[config.mk]
export PLATFORM = sky130hd
export DESIGN_NAME = bp_delta_stream_reader_flat
export DESIGN_NICKNAME = d
export VERILOG_FILES = /design/src/rtl/bp_delta_stream_reader_if.sv /design/src/rtl/bp_delta_stream_reader.sv /design/src/flat_wrapper.sv
export SDC_FILE = /design/constraint.sdc
export NUM_CORES = 1
export LEC_CHECK = 0
export BUFFER_PORTS_ARGS = -buffer_cell sky130_fd_sc_hd__buf_2
export CAP_MARGIN = 20
export CORE_MARGIN = 2
export CORE_UTILIZATION = 30
export DETAILED_ROUTE_END_ITERATION = 8
export PLACE_DENSITY = 0.52
export SETUP_SLACK_MARGIN = 0.1
export SLEW_MARGIN = 25
export SYNTH_ARGS = -nofsm -noshare
export SYNTH_HDL_FRONTEND = slang
export SYNTH_SLANG_ARGS = --single-unit
[constraint.sdc]
create_clock -name clk -period 6 [get_ports clk]
set_input_delay 1.2 -clock clk [delete_from_list [all_inputs] [get_ports clk]]
set_output_delay 1.2 -clock clk [all_outputs]
set_load 0.02 [all_outputs]
[src/rtl/bp_delta_stream_reader_if.sv]
// Delta-stream bundle: start/done, delta RAM read port and the valid/ready delta stream.
// master is the reader side, slave is the RAM/downstream side.
interface bp_delta_stream_reader_if #(
    parameter int unsigned DATA_WIDTH    = 32,
    parameter int unsigned ADDRESS_WIDTH = 11
);
    logic                     i_valid;
    logic [ADDRESS_WIDTH-1:0] i_base_addr;
    logic                     o_rd_en;
    logic [ADDRESS_WIDTH-1:0] o_rd_addr;
    logic [DATA_WIDTH-1:0]    i_rd_data;
    logic [DATA_WIDTH-1:0]    o_delta;
    logic [ADDRESS_WIDTH-1:0] o_delta_idx;
    logic                     o_delta_valid;
    logic                     i_delta_ready;
    logic                     o_busy;
    logic                     o_valid;

    modport master (
        input  i_valid, i_base_addr, i_rd_data, i_delta_ready,
        output o_rd_en, o_rd_addr, o_delta, o_delta_idx, o_delta_valid, o_busy, o_valid
    );

    modport slave (
        output i_valid, i_base_addr, i_rd_data, i_delta_ready,
        input  o_rd_en, o_rd_addr, o_delta, o_delta_idx, o_delta_valid, o_busy, o_valid
    );
endinterface

[src/rtl/bp_delta_stream_reader.sv]
// Reads NUMBER_OF_OUTPUT_NODE deltas from the delta RAM and streams them over valid/ready.
// Optional: define BP_DELTA_SAT_EN to clamp delta magnitudes (and NaN) to DELTA_LIMIT.
module bp_delta_stream_reader #(
    parameter int unsigned DATA_WIDTH            = 32,
    parameter int unsigned ADDRESS_WIDTH         = 11,
    parameter int unsigned NUMBER_OF_OUTPUT_NODE = 3,
    parameter logic [31:0] DELTA_LIMIT           = 32'h3F800000
) (
    input logic                      clk,
    input logic                      rst,
    bp_delta_stream_reader_if.master bus
);

`ifdef BP_DELTA_SAT_EN
    localparam bit SatEn = 1'b1;
`else
    localparam bit SatEn = 1'b0;
`endif

    localparam logic [ADDRESS_WIDTH-1:0] LastIdx = ADDRESS_WIDTH'(NUMBER_OF_OUTPUT_NODE - 1);

    typedef enum logic [1:0] {StIdle, StRead, StDrain, StDone} state_e;

    state_e                   state_q, state_d;
    logic [ADDRESS_WIDTH-1:0] base_q;
    logic [ADDRESS_WIDTH-1:0] rd_cnt_q;
    logic [ADDRESS_WIDTH-1:0] out_cnt_q;
    logic                     inflight_q;
    logic [DATA_WIDTH-1:0]    fifo_q [2];
    logic                     wr_ptr_q, rd_ptr_q;
    logic [1:0]               count_q;

    logic                     start, rd_en, push, pop, last_rd, last_beat, head_valid;
    logic [2:0]               occupancy;
    logic [DATA_WIDTH-1:0]    wdata;

    function automatic logic [DATA_WIDTH-1:0] sat(input logic [DATA_WIDTH-1:0] d);
        logic is_nan;
        is_nan = (d[30:23] == 8'hFF) && (d[22:0] != 23'd0);
        if (is_nan || (d[30:0] > DELTA_LIMIT[30:0])) begin
            return DATA_WIDTH'({d[31], DELTA_LIMIT[30:0]});
        end
        return d;
    endfunction

    assign start      = (state_q == StIdle) && bus.i_valid;
    assign head_valid = (count_q != 2'd0);
    assign push       = inflight_q;
    assign pop        = head_valid && bus.i_delta_ready;

    // Occupancy counts the slot freed by this cycle's pop, so reads keep pace at 1 beat/cycle.
    assign occupancy  = {1'b0, count_q} + {2'b00, inflight_q} - {2'b00, pop};
    assign rd_en      = (state_q == StRead) && (occupancy < 3'd2);
    assign last_rd    = rd_en && (rd_cnt_q == LastIdx);
    assign last_beat  = pop && (out_cnt_q == LastIdx);
    assign wdata      = SatEn ? sat(bus.i_rd_data) : bus.i_rd_data;

    always_comb begin
        state_d = state_q;
        case (state_q)
            StIdle:  if (bus.i_valid) state_d = StRead;
            StRead:  if (last_rd)     state_d = StDrain;
            StDrain: if (last_beat)   state_d = StDone;
            StDone:                   state_d = StIdle;
            default:                  state_d = StIdle;
        endcase
    end

    always_ff @(posedge clk or posedge rst) begin
        if (rst) begin
            state_q <= StIdle;
        end else begin
            state_q <= state_d;
        end
    end

    always_ff @(posedge clk or posedge rst) begin
        if (rst) begin
            base_q     <= '0;
            rd_cnt_q   <= '0;
            out_cnt_q  <= '0;
            inflight_q <= 1'b0;
            wr_ptr_q   <= 1'b0;
            rd_ptr_q   <= 1'b0;
            count_q    <= 2'd0;
            fifo_q[0]  <= '0;
            fifo_q[1]  <= '0;
        end else begin
            inflight_q <= rd_en;
            if (start) begin
                base_q    <= bus.i_base_addr;
                rd_cnt_q  <= '0;
                out_cnt_q <= '0;
            end else begin
                if (rd_en) rd_cnt_q  <= rd_cnt_q + 1'b1;
                if (pop)   out_cnt_q <= out_cnt_q + 1'b1;
            end
            if (push) begin
                fifo_q[wr_ptr_q] <= wdata;
                wr_ptr_q         <= ~wr_ptr_q;
            end
            if (pop) rd_ptr_q <= ~rd_ptr_q;
            count_q <= count_q + {1'b0, push} - {1'b0, pop};
        end
    end

    assign bus.o_rd_en       = rd_en;
    assign bus.o_rd_addr     = rd_en ? (base_q + rd_cnt_q) : '0;
    assign bus.o_delta_valid = head_valid;
    assign bus.o_delta       = head_valid ? fifo_q[rd_ptr_q] : '0;
    assign bus.o_delta_idx   = head_valid ? out_cnt_q : '0;
    assign bus.o_busy        = (state_q != StIdle);
    assign bus.o_valid       = (state_q == StDone);

endmodule

[src/flat_wrapper.sv]
// flat-port wrapper written by rule: the top's interface ports become plain ports
module bp_delta_stream_reader_flat 
#(
    parameter int unsigned DATA_WIDTH            = 32,
    parameter int unsigned ADDRESS_WIDTH         = 11,
    parameter int unsigned NUMBER_OF_OUTPUT_NODE = 3,
    parameter logic [31:0] DELTA_LIMIT           = 32'h3F800000
)
  (clk, rst, bus_i_valid, bus_i_base_addr, bus_i_rd_data, bus_i_delta_ready, bus_o_rd_en, bus_o_rd_addr, bus_o_delta, bus_o_delta_idx, bus_o_delta_valid, bus_o_busy, bus_o_valid);
  bp_delta_stream_reader_if #(.DATA_WIDTH(DATA_WIDTH), .ADDRESS_WIDTH(ADDRESS_WIDTH)) bus_i ();
  input logic clk;
  input logic rst;
  input wire logic [$bits(bus_i.i_valid)-1:0] bus_i_valid;
  input wire logic [$bits(bus_i.i_base_addr)-1:0] bus_i_base_addr;
  input wire logic [$bits(bus_i.i_rd_data)-1:0] bus_i_rd_data;
  input wire logic [$bits(bus_i.i_delta_ready)-1:0] bus_i_delta_ready;
  output wire logic [$bits(bus_i.o_rd_en)-1:0] bus_o_rd_en;
  output wire logic [$bits(bus_i.o_rd_addr)-1:0] bus_o_rd_addr;
  output wire logic [$bits(bus_i.o_delta)-1:0] bus_o_delta;
  output wire logic [$bits(bus_i.o_delta_idx)-1:0] bus_o_delta_idx;
  output wire logic [$bits(bus_i.o_delta_valid)-1:0] bus_o_delta_valid;
  output wire logic [$bits(bus_i.o_busy)-1:0] bus_o_busy;
  output wire logic [$bits(bus_i.o_valid)-1:0] bus_o_valid;
  assign bus_i.i_valid = bus_i_valid;
  assign bus_i.i_base_addr = bus_i_base_addr;
  assign bus_i.i_rd_data = bus_i_rd_data;
  assign bus_i.i_delta_ready = bus_i_delta_ready;
  assign bus_o_rd_en = bus_i.o_rd_en;
  assign bus_o_rd_addr = bus_i.o_rd_addr;
  assign bus_o_delta = bus_i.o_delta;
  assign bus_o_delta_idx = bus_i.o_delta_idx;
  assign bus_o_delta_valid = bus_i.o_delta_valid;
  assign bus_o_busy = bus_i.o_busy;
  assign bus_o_valid = bus_i.o_valid;
  bp_delta_stream_reader #(.DATA_WIDTH(DATA_WIDTH), .ADDRESS_WIDTH(ADDRESS_WIDTH), .NUMBER_OF_OUTPUT_NODE(NUMBER_OF_OUTPUT_NODE), .DELTA_LIMIT(DELTA_LIMIT)) u_core (.clk(clk), .rst(rst), .bus(bus_i));
endmodule
==> impl_metrics.env <==
export IMPL_status="finished clean"
export IMPL_die_h_um=138
export IMPL_antenna_cells=0
export IMPL_dr_total_vias=3791
export IMPL_multi_input_area_mm2=0.00262
export IMPL_relSlewSlack_pct=38.0
export IMPL_p_sw_share_pct=40.5
export IMPL_drive_gt1_share_pct=36.1
export IMPL_cp_arrival_ns=3.78
export IMPL_n_fill_cell=1761
export IMPL_regArea_mm2=0.00260
export IMPL_ys_seq_area_share_pct=48.5
export IMPL_fp_dieW_um=138
export IMPL_cp_endpoint="bus_o_rd_addr[0]"
export IMPL_synth_nets=541
export IMPL_rows=48
export IMPL_worstMarginPinSlew_ns=0.929
export IMPL_grt_pass1_vias=3930
export IMPL_clock_path_buffers=2
export IMPL_clockPowerShare_pct=17.0
export IMPL_rsz0062_at_grt="no"
export IMPL_fmax_ghz=0.201
export IMPL_drc=0
export IMPL_grt_max_degree=65
export IMPL_routed_wl_mm=12.0
export IMPL_h_tree_depth=3
export IMPL_seqPwrFrac_pct=33.4
export IMPL_min_period_ns=4.98
export IMPL_cp_start_kind="input port"
export IMPL_antenna_found_initial=0
export IMPL_overflow=0
export IMPL_powerDensity_mw_per_mm2=556
export IMPL_holdWs_ns=0.486
export IMPL_met1_usage_pct=17.6
export IMPL_root_buffer="clkbuf_16"
export IMPL_p_int_mw=2.15
export IMPL_ir_drop_mv=0.266
export IMPL_cap_viol_max_count=0
export IMPL_cp_startpoint="bus_i_delta_ready"
export IMPL_report_final_hold_viol_count=0
export IMPL_synth_avg_cell_area_um2=11.4
export IMPL_use_met3_pct=3.09
export IMPL_drt_first_pass_iters=6
export IMPL_synth_seq_cells=104
export IMPL_wl_per_cell_um=14.9
export IMPL_drtIter0Drc=123
export IMPL_fin_crit_sh_pct=83.0
export IMPL_cts_setup_buffers=0
export IMPL_r2r_slack_ns=2.85
export IMPL_end_kind="output port"
export IMPL_area_growth_pct=20.9
export IMPL_cts_sinks=104
export IMPL_use_met2_pct=21.8
export IMPL_synthesis_area_mm2=0.00536
export IMPL_initial_core_util_pct=30.8
export IMPL_cts_hold_buf=0
export IMPL_timing_setup_tns_ns=0
export IMPL_final_cell_mix="104 x buf_2, 103 x dfrtp_1, 73 x mux2_2"
export IMPL_cts_buffers=9
export IMPL_cp_max_fo=13
export IMPL_synthArstFlopShare_pct=100
export IMPL_final_max_slew_violation_count=0
export IMPL_min_path_type="reg2reg"
export IMPL_viasPerCell=4.73
export IMPL_ant_nets=0
export IMPL_clk_latency_ns=0.35
export IMPL_place_congestion=0.831
export IMPL_cts_tree="done"
export IMPL_r2r_start="u_core.count_q[1]"
export IMPL_io_pins=105
export IMPL_cp_required_ns=4.80
export IMPL_p_sw_mw=1.46
export IMPL_fin_nets=641
export IMPL_ys_flop_type="dfrtp_1"
export IMPL_gr_max_usage_layer="met2"
export IMPL_fp_coreArea_mm2=0.0174
export IMPL_grt_pass1_wl_mm=19.6
export IMPL_synth_cells=471
export IMPL_track_usage_pct=13.3
export IMPL_dp_hpwl_mm=8.31
export IMPL_p_comb_share_pct=49.7
export IMPL_dieArea_mm2=0.0190
export IMPL_p_leak_nw=3.13
export IMPL_ys_warnings_count=0
export IMPL_cts_clk_slew_worst_paths_ns=0.07
export IMPL_io_buffers=104
export IMPL_rr_worst_depth=11
export IMPL_skew_ns=0.00967
export IMPL_worstSetupPathType="in2out"
export IMPL_setup_viol=0
export IMPL_mostFrequentLayoutCell="buf_2"
export IMPL_cts_resized_gates=0
export IMPL_yosysUniqueCellTypes=45
export IMPL_timing_rr_end="u_core.rd_cnt_q[2]"
export IMPL_synth_edf_count=0
## flip-flops by register name, summed over array words and instances (netlist names)
name / count
u_core.wr_ptr_q: 1
u_core.rd_ptr_q: 1
u_core.count_q: 2
u_core.base_q: 11
u_core.state_q: 2
u_core.fifo_q: 64
u_core.inflight_q: 1
u_core.rd_cnt_q: 11
u_core.out_cnt_q: 11
## stage by stage
stage / total power [mW] / cells / setup WS [ns] / utilization (%) / area, µm²
global route: 3.91 / 801 / 0.813 / 37.2 / 6480
CTS: 3.67 / 801 / 1.01 / 37.2 / 6480
detailed placement: 3.04 / 785 / 1.01 / 35.4 / 6170
finish: 3.61 / 801 / 1.02 / 37.2 / 6480
global placement: 2.93 / 783 / 1.11 / 35.1 / 6120
floorplan: 2.48 / 471 / 1.17 / - / 5360
## worst min-delay path by stage
stage | cells after the start | start | end | slack, ns
6_report | 1 | u_core.wr_ptr_q | u_core.wr_ptr_q | 0.49
5_1_grt | 1 | u_core.wr_ptr_q | u_core.wr_ptr_q | 0.51
4_1_cts | 1 | u_core.wr_ptr_q | u_core.wr_ptr_q | 0.49
3_5_place_dp | 1 | u_core.wr_ptr_q | u_core.wr_ptr_q | 0.48
3_3_place_gp | 1 | u_core.wr_ptr_q | u_core.wr_ptr_q | 0.47
2_1_floorplan | 1 | u_core.wr_ptr_q | u_core.wr_ptr_q | 0.45
## synthesized netlist by cell type (3+ instances only)
cell | instances | area share, %
or3_1 | 3 | 0.35
nand2b_1 | 4 | 0.47
nor4_1 | 4 | 0.47
and3_1 | 6 | 0.70
nor2_1 | 62 | 4.3
nor3_1 | 5 | 0.47
xor2_1 | 18 | 2.9
ha_1 | 21 | 4.9
a21o_1 | 3 | 0.42
nand4_1 | 4 | 0.47
buf_1 | 6 | 0.42
a211oi_1 | 4 | 0.56
o21ai_0 | 9 | 0.84
nor2b_1 | 12 | 1.4
buf_2 | 9 | 0.84
nand3_1 | 6 | 0.56
xnor2_1 | 7 | 1.1
nand2_1 | 20 | 1.4
mux2i_1 | 32 | 6.0
a21oi_1 | 10 | 0.93
clkbuf_1 | 6 | 0.42
mux2_2 | 73 | 15
dfrtp_1 | 104 | 49
inv_1 | 14 | 0.98
o21a_1 | 4 | 0.56
## critical path, stage by stage
cell and delay [ns]:
buf_2 0.10, o21a_1 0.22, ha_1 0.34, inv_1 0.04, ha_1 0.18, fa_1 0.38, xnor2_1 0.34, or2_4 0.30
clkinv_1 0.28, and2_1 0.25, buf_2 0.15
## power groups by stage
stage | registers (mW) | clock network [mW] | logic, mW
floorplan | 1.15 | 0 | 1.32
global placement | 1.20 | 0 | 1.74
detailed placement | 1.22 | 0 | 1.82
CTS | 1.20 | 0.637 | 1.83
global route | 1.25 | 0.672 | 1.99
finish | 1.20 | 0.612 | 1.79
## area by class of cell
class,instances,share of cell area (%)
Clock inverter,6,1.12
Inverter,15,0.907
Timing Repair Buffer,110,9.34
Multi-Input combinational cell,331,40.5
Tap cell,225,4.34
Clock buffer,10,3.69
Sequential cell,104,40.2
## routing by layer
metal	wire [µm]	part of all wire, %
met4	144	1.2
met5	0	0
met2	5780	48
met3	547	4.6
met1	5490	46
## cells by family after synthesis
group	share of synthesized area, %
AOI/OAI and AO/OA	4.67
xor gates and xnor gates	4.08
DFF	48.5
muxes	21.7
and+or+nand+nor	12.6
buffers and inverters	2.73
adders and majority gates	5.65
Power figures use the tool's default switching activity.
